--- config.mk ---
export PLATFORM = sky130hd
export DESIGN_NAME = gate_bist_ctrl_flat
export DESIGN_NICKNAME = d
export VERILOG_FILES = /design/src/rtl/gate_bist_pkg.sv /design/src/rtl/gate_bist_ctrl_if.sv /design/src/rtl/gate_bist_misr.sv /design/src/rtl/gate_bist_ctrl.sv /design/src/flat_wrapper.sv
export SDC_FILE = /design/constraint.sdc
export NUM_CORES = 1
export LEC_CHECK = 0
export ABC_AREA = 1
export CAP_MARGIN = 15
export CORE_ASPECT_RATIO = 0.75
export CORE_MARGIN = 1.5
export CORE_UTILIZATION = 35
export CTS_CLUSTER_DIAMETER = 100
export DETAILED_ROUTE_END_ITERATION = 16
export SLEW_MARGIN = 20
export SYNTH_ARGS = -nofsm -noshare
export SYNTH_HDL_FRONTEND = slang
export SYNTH_SLANG_ARGS = --single-unit
--- constraint.sdc ---
create_clock -name clk -period 1.9 [get_ports clk]
set_input_delay 0.285 -clock clk [delete_from_list [all_inputs] [get_ports clk]]
set_output_delay 0.285 -clock clk [all_outputs]
set_load 0.02 [all_outputs]
--- src/rtl/gate_bist_pkg.sv ---
// Shared types and constants for the gate-model BIST sequencer.
// Holds the FSM encoding, LFSR taps, MISR polynomial and zero-seed substitute.
package gate_bist_pkg;

  localparam int unsigned IN_W  = 19;
  localparam int unsigned OUT_W = 10;
  localparam int unsigned SIG_W = 16;
  localparam int unsigned IDX_W = 16;

  typedef enum logic [1:0] {
    ST_IDLE    = 2'd0,
    ST_SETTLE  = 2'd1,
    ST_CAPTURE = 2'd2,
    ST_DONE    = 2'd3
  } state_e;

  // Fibonacci taps for x^19 + x^6 + x^2 + x + 1
  localparam int unsigned LFSR_TAP0 = 18;
  localparam int unsigned LFSR_TAP1 = 5;
  localparam int unsigned LFSR_TAP2 = 1;
  localparam int unsigned LFSR_TAP3 = 0;

  localparam logic [SIG_W-1:0] MISR_POLY  = 16'h1021;
  localparam logic [IN_W-1:0]  SEED_SUBST = IN_W'(1);

  function automatic logic [IN_W-1:0] lfsr_step(input logic [IN_W-1:0] v);
    return {v[IN_W-2:0], v[LFSR_TAP0] ^ v[LFSR_TAP1] ^ v[LFSR_TAP2] ^ v[LFSR_TAP3]};
  endfunction

endpackage

--- src/rtl/gate_bist_ctrl_if.sv ---
// Harness-side bundle between the test harness, the BIST sequencer and the netlist.
// master = harness/netlist side, slave = sequencer.
interface gate_bist_ctrl_if;
  import gate_bist_pkg::*;

  logic             start;
  logic             abort;
  logic [IN_W-1:0]  seed;
  logic [SIG_W-1:0] golden_sig;
  logic [IN_W-1:0]  dut_in;
  logic [OUT_W-1:0] dut_out;
  logic             busy;
  logic             done;
  logic             pass;
  logic [SIG_W-1:0] signature;
  logic [IDX_W-1:0] pat_idx;

  modport master (
    output start, abort, seed, golden_sig, dut_out,
    input  dut_in, busy, done, pass, signature, pat_idx
  );

  modport slave (
    input  start, abort, seed, golden_sig, dut_out,
    output dut_in, busy, done, pass, signature, pat_idx
  );

endinterface

--- src/rtl/gate_bist_misr.sv ---
// Multiple-input signature register: shift with feedback polynomial, XOR in the response.
// sig_nxt_c exposes the value the next enabled edge would load.
module gate_bist_misr #(
  parameter int unsigned          SIG_W = 16,
  parameter int unsigned          OUT_W = 10,
  parameter logic [SIG_W-1:0]     POLY  = 16'h1021
) (
  input  logic             clk,
  input  logic             rst,
  input  logic             clr,
  input  logic             en,
  input  logic [OUT_W-1:0] din,
  output logic [SIG_W-1:0] sig,
  output logic [SIG_W-1:0] sig_nxt_c
);

  logic [SIG_W-1:0] sig_q;
  logic [SIG_W-1:0] sig_d;

  always_comb begin
    sig_nxt_c = {sig_q[SIG_W-2:0], 1'b0}
              ^ (sig_q[SIG_W-1] ? POLY : '0)
              ^ SIG_W'(din);
  end

  // Clear takes precedence over a capture in the same cycle
  always_comb begin
    sig_d = sig_q;
    if (clr) begin
      sig_d = '0;
    end else if (en) begin
      sig_d = sig_nxt_c;
    end
  end

  always_ff @(posedge clk or posedge rst) begin
    if (rst) begin
      sig_q <= '0;
    end else begin
      sig_q <= sig_d;
    end
  end

  assign sig = sig_q;

endmodule

--- src/rtl/gate_bist_ctrl.sv ---
// BIST sequencer: LFSR vectors into a combinational netlist, settle, capture into a MISR,
// then compare the final signature with a golden value.
module gate_bist_ctrl
  import gate_bist_pkg::*;
#(
  parameter int unsigned PAT_CNT = 256,
  parameter int unsigned SETTLE  = 2
) (
  input logic             clk,
  input logic             rst,
  gate_bist_ctrl_if.slave bus
);

  localparam int unsigned       CNT_W    = (SETTLE > 1) ? $clog2(SETTLE) : 1;
  localparam logic [CNT_W-1:0]  CNT_LAST = CNT_W'(SETTLE - 1);
  localparam logic [IDX_W-1:0]  IDX_LAST = IDX_W'(PAT_CNT - 1);

  state_e           state_q, state_d;
  logic [IN_W-1:0]  lfsr_q, lfsr_d;
  logic [CNT_W-1:0] cnt_q, cnt_d;
  logic [IDX_W-1:0] pat_idx_q, pat_idx_d;
  logic             busy_q, busy_d;
  logic             done_q, done_d;
  logic             pass_q, pass_d;

  logic             misr_clr_c;
  logic             misr_en_c;
  logic [SIG_W-1:0] misr_sig;
  logic [SIG_W-1:0] misr_nxt_c;

  gate_bist_misr #(
    .SIG_W (SIG_W),
    .OUT_W (OUT_W),
    .POLY  (MISR_POLY)
  ) u_misr (
    .clk       (clk),
    .rst       (rst),
    .clr       (misr_clr_c),
    .en        (misr_en_c),
    .din       (bus.dut_out),
    .sig       (misr_sig),
    .sig_nxt_c (misr_nxt_c)
  );

  always_comb begin
    state_d    = state_q;
    lfsr_d     = lfsr_q;
    cnt_d      = cnt_q;
    pat_idx_d  = pat_idx_q;
    busy_d     = busy_q;
    done_d     = done_q;
    pass_d     = pass_q;
    misr_clr_c = 1'b0;
    misr_en_c  = 1'b0;

    unique case (state_q)
      ST_IDLE, ST_DONE: begin
        // Start outranks abort when not running
        if (bus.start) begin
          lfsr_d     = (bus.seed == '0) ? SEED_SUBST : bus.seed;
          misr_clr_c = 1'b1;
          pat_idx_d  = '0;
          cnt_d      = '0;
          done_d     = 1'b0;
          pass_d     = 1'b0;
          busy_d     = 1'b1;
          state_d    = ST_SETTLE;
        end
      end

      ST_SETTLE: begin
        if (bus.abort) begin
          busy_d  = 1'b0;
          done_d  = 1'b0;
          pass_d  = 1'b0;
          state_d = ST_IDLE;
        end else begin
          cnt_d = cnt_q + CNT_W'(1);
          if (cnt_q == CNT_LAST) begin
            state_d = ST_CAPTURE;
          end
        end
      end

      ST_CAPTURE: begin
        if (bus.abort) begin
          busy_d  = 1'b0;
          done_d  = 1'b0;
          pass_d  = 1'b0;
          state_d = ST_IDLE;
        end else begin
          misr_en_c = 1'b1;
          lfsr_d    = lfsr_step(lfsr_q);
          pat_idx_d = pat_idx_q + IDX_W'(1);
          cnt_d     = '0;
          if (pat_idx_q == IDX_LAST) begin
            // Compare against the value the MISR is loading on this edge
            busy_d  = 1'b0;
            done_d  = 1'b1;
            pass_d  = (misr_nxt_c == bus.golden_sig);
            state_d = ST_DONE;
          end else begin
            state_d = ST_SETTLE;
          end
        end
      end

      default: begin
        state_d = ST_IDLE;
      end
    endcase
  end

  always_ff @(posedge clk or posedge rst) begin
    if (rst) begin
      state_q   <= ST_IDLE;
      lfsr_q    <= '0;
      cnt_q     <= '0;
      pat_idx_q <= '0;
      busy_q    <= 1'b0;
      done_q    <= 1'b0;
      pass_q    <= 1'b0;
    end else begin
      state_q   <= state_d;
      lfsr_q    <= lfsr_d;
      cnt_q     <= cnt_d;
      pat_idx_q <= pat_idx_d;
      busy_q    <= busy_d;
      done_q    <= done_d;
      pass_q    <= pass_d;
    end
  end

  // The LFSR register itself is the netlist stimulus; it only moves on capture
  assign bus.dut_in    = lfsr_q;
  assign bus.busy      = busy_q;
  assign bus.done      = done_q;
  assign bus.pass      = pass_q;
  assign bus.signature = misr_sig;
  assign bus.pat_idx   = pat_idx_q;

endmodule

--- src/flat_wrapper.sv ---
// flat-port wrapper written by rule: the top's interface ports become plain ports
module gate_bist_ctrl_flat import gate_bist_pkg::*;
#(
  parameter int unsigned PAT_CNT = 256,
  parameter int unsigned SETTLE  = 2
)
  (clk, rst, bus_start, bus_abort, bus_seed, bus_golden_sig, bus_dut_out, bus_dut_in, bus_busy, bus_done, bus_pass, bus_signature, bus_pat_idx);
  gate_bist_ctrl_if bus_i ();
  input logic clk;
  input logic rst;
  input wire logic [$bits(bus_i.start)-1:0] bus_start;
  input wire logic [$bits(bus_i.abort)-1:0] bus_abort;
  input wire logic [$bits(bus_i.seed)-1:0] bus_seed;
  input wire logic [$bits(bus_i.golden_sig)-1:0] bus_golden_sig;
  input wire logic [$bits(bus_i.dut_out)-1:0] bus_dut_out;
  output wire logic [$bits(bus_i.dut_in)-1:0] bus_dut_in;
  output wire logic [$bits(bus_i.busy)-1:0] bus_busy;
  output wire logic [$bits(bus_i.done)-1:0] bus_done;
  output wire logic [$bits(bus_i.pass)-1:0] bus_pass;
  output wire logic [$bits(bus_i.signature)-1:0] bus_signature;
  output wire logic [$bits(bus_i.pat_idx)-1:0] bus_pat_idx;
  assign bus_i.start = bus_start;
  assign bus_i.abort = bus_abort;
  assign bus_i.seed = bus_seed;
  assign bus_i.golden_sig = bus_golden_sig;
  assign bus_i.dut_out = bus_dut_out;
  assign bus_dut_in = bus_i.dut_in;
  assign bus_busy = bus_i.busy;
  assign bus_done = bus_i.done;
  assign bus_pass = bus_i.pass;
  assign bus_signature = bus_i.signature;
  assign bus_pat_idx = bus_i.pat_idx;
  gate_bist_ctrl #(.PAT_CNT(PAT_CNT), .SETTLE(SETTLE)) u_core (.clk(clk), .rst(rst), .bus(bus_i));
endmodule
* Word level (Yosys, flattened, before mapping) *
Index checks and enable logic that the tools add are counted.

storage, ports and cells
  bits in registers = 57
  input bits = 49
  output and inout port bits = 54
  word-level logic and storage cells = 70

operators by class
  add/sub/neg operators = 2
  equal/unequal tests = 11
  mux-type cells = 35
  bitwise logic cells = 5
  reduce and logical (&&, ||, !) cells = 9

operators by type and width
  operator                                              count
  2-to-1 mux 16 bit                                     4
  2-to-1 mux 19 bit                                     3
  case mux 19 bit (2 select lines)                      1
  case mux 16 bit (2 select lines)                      1
  zero test 19 bit                                      1
  adder 16 x 1 -> 16 bit, second input constant         1
  equality test 16 bit                                  1
  equality test 16 x 8 -> 1 bit, second input constant  1
  XOR 16 x 10 -> 16 bit                                 1
  XOR 16 bit                                            1
  2-to-1 mux 1 bit                                      15
  2-to-1 mux 13 bit                                     1
  case mux 1 bit (3 select lines)                       4
  2-to-1 mux 2 bit                                      5
  AND reduction 3 bit                                   3
  != test 2 bit, second input constant                  4
  != test 3 x 2 -> 1 bit, second input constant         2
  case mux 2 bit (3 select lines)                       1
  equality test 2 bit, second input constant            2
  nonzero test 2 bit                                    2
  XOR 1 bit                                             3
  equality test 2 x 1 -> 1 bit, second input constant   1
  zero test 2 bit                                       1
  AND reduction 2 bit                                   1
  2 further kinds                                       2

* Logic depth before layout (Yosys ltp) *
Gate-level depths: netlist (run 1).

  depth in word-level cells = 7
  mapped depth = 12
  depth with buffers taken out = 11

* Hierarchy *
From an unflattened synthesis (run 1), not the netlist that was laid out.

second synthesis, totals
  cell total of the unflattened synthesis = 508
  area total of the unflattened synthesis = 3539.6 sq um

modules (own cells, without submodules)
  module          times used  cells each  area an instance (sq um)  sequential area each (sq um)
  gate_bist_ctrl  1           416         2746.4                    1026.0
  gate_bist_misr  1           92          793.3                     400.4

* Least setup slack after synthesis (run 1) *
Ideal clock, no wire load.

  path type = register to register
  from = register u_core.state_q[0]
  to = register u_core.pat_idx_q[1] (netlist: u_core.bus.pat_idx[1])
  library setup time = 122 ps
  data arrival time = 1440 ps
  required time = 1778 ps
  setup slack = 338 ps
  stages on the path, launching flop included = 8
  path buffers = 2
  clock period less this slack = 1562 ps
  cell sequence = dfrtp_1 -> inv_1 -> ha_1 -> nand2_1 -> nand2_2 -> buf_6 -> buf_6 -> a32o_1

on the way
  word-level cells in the longest chain between the ends = 4
  elaborated cells between the ends (all ways) = 9
  classes of those cells = 4 x eq/ne; 1 x mux; 4 x reduce/logical

ends and longest elaborated chain
  item                                                                         line                   source
  start, declared                                                              gate_bist_ctrl.sv:18   state_e state_q, state_d;
  start signal, assigned                                                       gate_bist_ctrl.sv:124  state_q <= state_d;
  equality test 2 bit / zero test 2 bit (equally long branches)                gate_bist_ctrl.sv:56   unique case (state_q)
  OR reduction 2 bit                                                           gate_bist_ctrl.sv:56
  != test 2 bit (no source line) / nonzero test 2 bit (equally long branches)  --
  AND reduction 3 bit (no source line)                                         --
  end signal, assigned                                                         gate_bist_ctrl.sv:127  pat_idx_q <= pat_idx_d;
  end, declared                                                                gate_bist_ctrl.sv:21   logic [IDX_W-1:0] pat_idx_q, pat_idx_d;

Several ways; a longest one is shown, not always the timed one.
A chain may end at the register's enable or synchronous reset.

* Final worst setup path (run 1) *
  from = register u_core.pat_idx_q[6] (netlist: u_core.bus.pat_idx[6])
  to = output port bus_pat_idx[6]

RTL lines
  item           line                source
  end, declared  flat_wrapper.sv:21  output wire logic [$bits(bus_i.pat_idx)-1:0] bus_pat_idx;

No word-level cell between the ends.

==> results of run 1 <==
report_power, final:
part	leakage (nW)	switching, mW	internal [mW]
registers	0.740	0.275	1.55
clock network	0.135	0.519	0.897
logic	1.39	1.70	1.32
total	2.27	2.49	3.77
layer usage:
layer / GRT usage, % / share of wire [%]
met3: 4.941 / 4.9
met1: 28.75 / 50
met2: 28.67 / 44
met4: 5.612 / 1.2
met5: 0 / 0
placed cells by master, fill, tap and decap left out, types with 10 or more instances in the layout:
| cell | n |
|---|---|
| nand2_1 | 118 |
| clkdlybuf4s50_1 | 102 |
| inv_1 | 68 |
| dfrtp_1 | 57 |
| nor2_1 | 39 |
| a21oi_1 | 27 |
| o21ai_0 | 20 |
| nand3_1 | 19 |
| o22ai_1 | 15 |
| a2bb2oi_1 | 13 |
| nand4_1 | 10 |
cell usage after synthesis (7+ instances only):
| cell type | count |
|---|---|
| a21oi_1 | 27 |
| a2bb2oi_1 | 13 |
| dfrtp_1 | 57 |
| inv_1 | 69 |
| nand2_1 | 118 |
| nand3_1 | 19 |
| nand3b_1 | 7 |
| nand4_1 | 10 |
| nor2_1 | 39 |
| nor3_1 | 7 |
| o21ai_0 | 20 |
| o22ai_1 | 15 |
cells by family after synthesis:
kind of cell             after synthesis  share of synthesized area [%]
AND/OR/NAND/NOR                      207                          27.35
buffers and inverters                 84                          10.73
AO/OA/AOI/OAI                         83                          15.60
flip-flops                            57                          43.07
XOR/XNOR                               8                          2.116
adder cells (fa/ha/maj)                3                          1.133
registers in the layout, summed over array words and instances, names as in the netlist:
register / flops
u_core.bus.pass: 1
u_core.bus.dut_in: 19
u_core.bus.pat_idx: 16
u_core.u_misr.sig: 16
u_core.cnt_q: 1
u_core.bus.done: 1
u_core.bus.busy: 1
u_core.state_q: 2
area by class of cell:
| cell class | instances | area [sq um] |
|---|---|---|
| clock buffer | 11 | 242.7 |
| clock inverter | 4 | 20.02 |
| tap | 128 | 160.2 |
| timing repair buffer | 110 | 1094 |
| fill | 865 | 4372 |
| inverter | 71 | 269.0 |
| sequential | 57 | 1426 |
| multi-input combinational | 301 | 1538 |
path summary, 6_finish.rpt:
| path | start | end | slack, ns | cells past startpoint |
|---|---|---|---|---|
| max | u_core.bus.pat_idx[6] | bus_pat_idx[6] | 0.16 | 1 |
| min | rst | u_core.bus.pat_idx[15] | 0.35 | 2 |
| min in group clk | u_core.bus.busy | u_core.bus.busy | 0.48 | 2 |
| max in group asynchronous | rst | u_core.u_misr.sig[2] | 1.00 | 3 |
| max reg2reg | u_core.state_q[0] | u_core.bus.pat_idx[12] | 0.16 | 9 |
| min reg2reg | u_core.bus.busy | u_core.bus.busy | 0.48 | 2 |
repair_timing:
item	in CTS	in global routing
hold buffers	0	0
setup buffers	0	0
gates resized for setup	0	3
setup endpoints to repair	0	19
==> flow_metrics.tcl, run 1 <==
set metrics [dict create \
    nets 602 \
    wl_per_cell_microns 13.74 \
    grt_pass1_wl_microns 15310 \
    cts_root_buffer "clkbuf_16" \
    start_kind "flip-flop" \
    critPathTopFamily "buffers and inverters" \
    max_slew_margin_pct 59.24 \
    die_y_microns 87.25 \
    worst-path-max-fanout 8 \
    synth_ff_type "dfrtp_1" \
    cts_max_path_buffers 2 \
    period_needed_ns 1.738 \
    clock_latency_ns 0.32 \
    vias 3294 \
    grt_pass1_vias 3127 \
    antenna_found_initial 0 \
    placementRows 30 \
    gp_congestion 0.8628 \
    fin_ws_ns 0.1623 \
    cts.sink_count 57 \
    dieArea_sq_mm 0.01006 \
    instances_no_fill 682 \
    setup-violations-final 0 \
    fin_crit_sh_pct 91.46 \
    whs_ns 0.3479 \
    skew_ns 0.006341 \
    drt_iter0_drc 213 \
    grt_usage_pct 19.67 \
    path_buf_inv 1 \
    irDropWorstVdd_v 0.0007234 \
    drtPass1Iterations 4 \
    end_kind "primary output" \
    cp_cell_sequence "clkdlybuf4s50_1" \
    drt_wl_total_microns 9369 \
    syn_inst 442 \
    grt_max_degree 26 \
    cp.arrival_ns 1.45 \
    synth_edf_count 0 \
    cts_htree_levels 3 \
    power.leakage_nw 2.268 \
    syn-cell-area_sq_mm 0.003312 \
    synth_area_leader_cell "dfrtp_1" \
    cap_violations 0 \
    diodes 0 \
    slowest_stage "clkdlybuf4s50_1" \
    drc 0 \
    layout-drive-gt1-share_pct 6.318 \
    p_total_mw 6.262 \
    worst_pin_slew_ns 0.6107 \
    start_util_pct 36.31 \
    synth_top_cell_area_share_pct 43.07 \
    tns_ns 0 \
    crit_type "reg2out" \
    postSynthAreaPerCell_sq_um 7.493 \
    max_stage_delay_ns 0.65 \
    yosys.cell_types.count 32 \
    async_reset_ff_share_pct 100.0 \
    cts_tree "done" \
    dpl_worst_slack_ns 0.08997 \
    area_growth_pct 43.41 \
    dpl.hpwl_microns 7150 \
    dp_cells 667 \
    p_per_area_mw_per_mm2 1318 \
    yosys_register_bits 57 \
    grt-ovfl-total 0 \
    slew_violations 0 \
    status "completed" \
    routed_via_density 4.830 \
    yosysSeqAreaShare_pct 43.07 \
    final-hold-violation-count 0 \
    io_pins 103 \
    numPortBuffers 102 \
    antenna_left 0 \
    synthTopCellsByArea "dfrtp_1 43%, nand2_1 13%, inv_1 7.8%, nor2_1 4.4%, a21oi_1 4.1%" \
    rsz0062_at_grt "true" \
    clk_pin_slew_ns 0.05 \
    required_ns 1.62 \
    die_w_microns 115.3 \
    yosys_warnings 0 \
    coreArea_sq_mm 0.009121 \
    cts_buffers 9 \
    hp-class "in2async" \
    syn_nets 494 \
    placed_cell_area_sq_mm 0.004477 \
    fmax_mhz 575.5 \
    final_core_util_pct 52.07 \
    design_area_sq_mm 0.004750 \
]
Note: power is estimated with default switching activity, not from simulation.
==> inputs of run 2 (changes only) <==
--- a/config.mk
+++ b/config.mk
@@ -12,6 +12,7 @@
 export CORE_UTILIZATION = 35
 export CTS_CLUSTER_DIAMETER = 100
 export DETAILED_ROUTE_END_ITERATION = 16
+export GPL_TIMING_DRIVEN = 0
 export SLEW_MARGIN = 20
 export SYNTH_ARGS = -nofsm -noshare
 export SYNTH_HDL_FRONTEND = slang
==> run 2 against run 1 <==
  * Register-to-register slack barely moved
  * Worst setup slack got worse by 0.014 ns
  * Wire length fell by 1.1%
  * Combinational power increased by 5%
  * Hold slack lost 0.18 ns
  * Sequential share of layout area shrank 0.51 points
==> flow_metrics.tcl, run 2 (same netlist as run 1, synthesis figures left out) <==
set metrics [dict create \
    max_slew_margin_pct 68.57 \
    slew_violations 0 \
    busiest_layer "met1" \
    numPortBuffers 102 \
    cp.arrival_ns 1.96 \
    p_per_area_mw_per_mm2 1359 \
    worst_pin_slew_ns 0.4714 \
    end_kind "flip-flop" \
    coreArea_sq_mm 0.009121 \
    final_cell_mix "116 x nand2_1, 102 x clkdlybuf4s50_1, 68 x inv_1" \
    antenna_left 0 \
    gp_congestion 0.8763 \
    vias 3238 \
    drc 0 \
    reg2reg_to "u_core.bus.dut_in[6]" \
    area_growth_pct 45.86 \
    io_pins 103 \
    drtPass1Iterations 4 \
    dpl.hpwl_microns 7064 \
    whs_ns 0.1660 \
    cts_buffers 9 \
    crit_type "reg2reg" \
    diodes 0 \
    status "completed" \
    clock_latency_ns 0.33 \
    final_common_cell "nand2_1" \
    period_needed_ns 1.752 \
    final_core_util_pct 52.96 \
    clk_pin_slew_ns 0.05 \
    cts_tree "done" \
    drt_iter0_drc 150 \
    routed_via_density 4.693 \
    grt_pass1_vias 3066 \
    hp-class "in2async" \
    start_kind "flip-flop" \
    setup-violations-final 0 \
    start_util_pct 36.31 \
    rsz0062_at_grt "false" \
    r2r_slack_ns 0.15 \
    wl_per_cell_microns 13.43 \
    cts_max_path_buffers 2 \
    largest_register_ff_count 19 \
    r2r-start "u_core.state_q[0]" \
    die_y_microns 87.25 \
    fmax_mhz 570.7 \
    grt_pass1_wl_microns 15310 \
    fin_crit_sh_pct 92.22 \
    skew_ns 0.006316 \
    grt_max_degree 57 \
    grtUsageMet3_pct 5.706 \
    met1_usage_pct 29.91 \
    rr_worst_depth 9 \
    layout-drive-gt1-share_pct 7.117 \
    drt_wl_total_microns 9268 \
    worst-path-max-fanout 10 \
    power.leakage_nw 2.306 \
    use_met2_pct 27.76 \
    placementRows 30 \
    required_ns 2.10 \
    cap_violations 0 \
    die_w_microns 115.3 \
    nets 609 \
    irDropWorstVdd_v 0.0008845 \
    dieArea_sq_mm 0.01006 \
    cts_root_buffer "clkbuf_16" \
    final-hold-violation-count 0 \
    grt_usage_pct 19.87 \
    antenna_found_initial 0 \
    grt-ovfl-total 0 \
    cts.sink_count 57 \
    cts_htree_levels 3 \
]
-- run 2: changes by cell type in the layout (fill, tap and decap cells not counted), moves of 2 or more --
cell      change
buf_4         -4
buf_6         +4
clkbuf_1      +4
clkbuf_8      +3
nand2_2       +3
buf_2         +2
clkinv_2      -2
nand2_1       -2
-- run 2: power by group --
part	internal (mW)	switching, mW
sequential	1.55	0.278
clock	1.02	0.536
combinational	1.43	1.76
-- run 2: how the worst max path moves through the flow --
stage                                      from                      to  cells after the start
after CTS                     u_core.state_q[0]  u_core.bus.pat_idx[12]                      8
after global placement                      rst   u_core.bus.dut_in[18]                      2
after detailed placement              bus_start    u_core.bus.dut_in[6]                      8
final                         u_core.state_q[0]    u_core.bus.dut_in[6]                      9
after floorplan                             rst         u_core.bus.busy                      1
after global routing      u_core.bus.pat_idx[0]         u_core.bus.busy                     10
-- run 2: worst max-delay path: stages, from the launching register on --
cell,delay (ns)
dfrtp_1,0.36
inv_1,0.06
ha_1,0.33
inv_1,0.11
o21ai_2,0.13
nand2_2,0.11
buf_6,0.17
buf_6,0.15
a21oi_1,0.13
a2bb2oi_1,0.08
-- run 2: per-layer routing --
layer / vias to the layer above / wire [microns]
li1: 1675 / -
met1: 1481 / 4823
met2: 74 / 3928
met3: 8 / 426
met4: 0 / 90
met5: - / 0
-- run 2: stage by stage --
| step | instance area [sq um] | power, mW | instances | TNS, ns | setup slack, ns |
|---|---|---|---|---|---|
| after floorplan | 3312 | 3.839 | 442 | 0 | 0.2154 |
| after global placement | 4493 | 4.958 | 672 | -52.57 | -0.9269 |
| after detailed placement | 4523 | 5.000 | 673 | 0 | 0.04117 |
| after CTS | 4817 | 6.592 | 689 | 0 | 0.1139 |
| after global routing | 4831 | 6.995 | 690 | 0 | 0.009430 |
| final | 4831 | 6.566 | 690 | 0 | 0.1478 |
-- run 2: final cells by class --
type	count	area, sq um
multi-input cells	301	1535
fillers	853	4290
repair buffers	104	1056
clock buffers	14	284.0
flip-flops and latches	57	1426
plain buffers	13	90.09
clock inverters	2	10.01
well taps	128	160.2
inverters	71	269.0
-- run 2: timing repair --
action                                  CTS  global route
resized for setup                         0             5
hold buffers                              0             0
endpoints found under the setup margin    0             8
setup buffers                             0             1
==> inputs of run 3 (changes only) <==
--- a/config.mk
+++ b/config.mk
@@ -6,7 +6,6 @@
 export NUM_CORES = 1
 export LEC_CHECK = 0
 export ABC_AREA = 1
-export CAP_MARGIN = 15
 export CORE_ASPECT_RATIO = 0.75
 export CORE_MARGIN = 1.5
 export CORE_UTILIZATION = 35
==> results of run 3 <==
No change in the layout: final DEF, timing and power equal those of run 2.
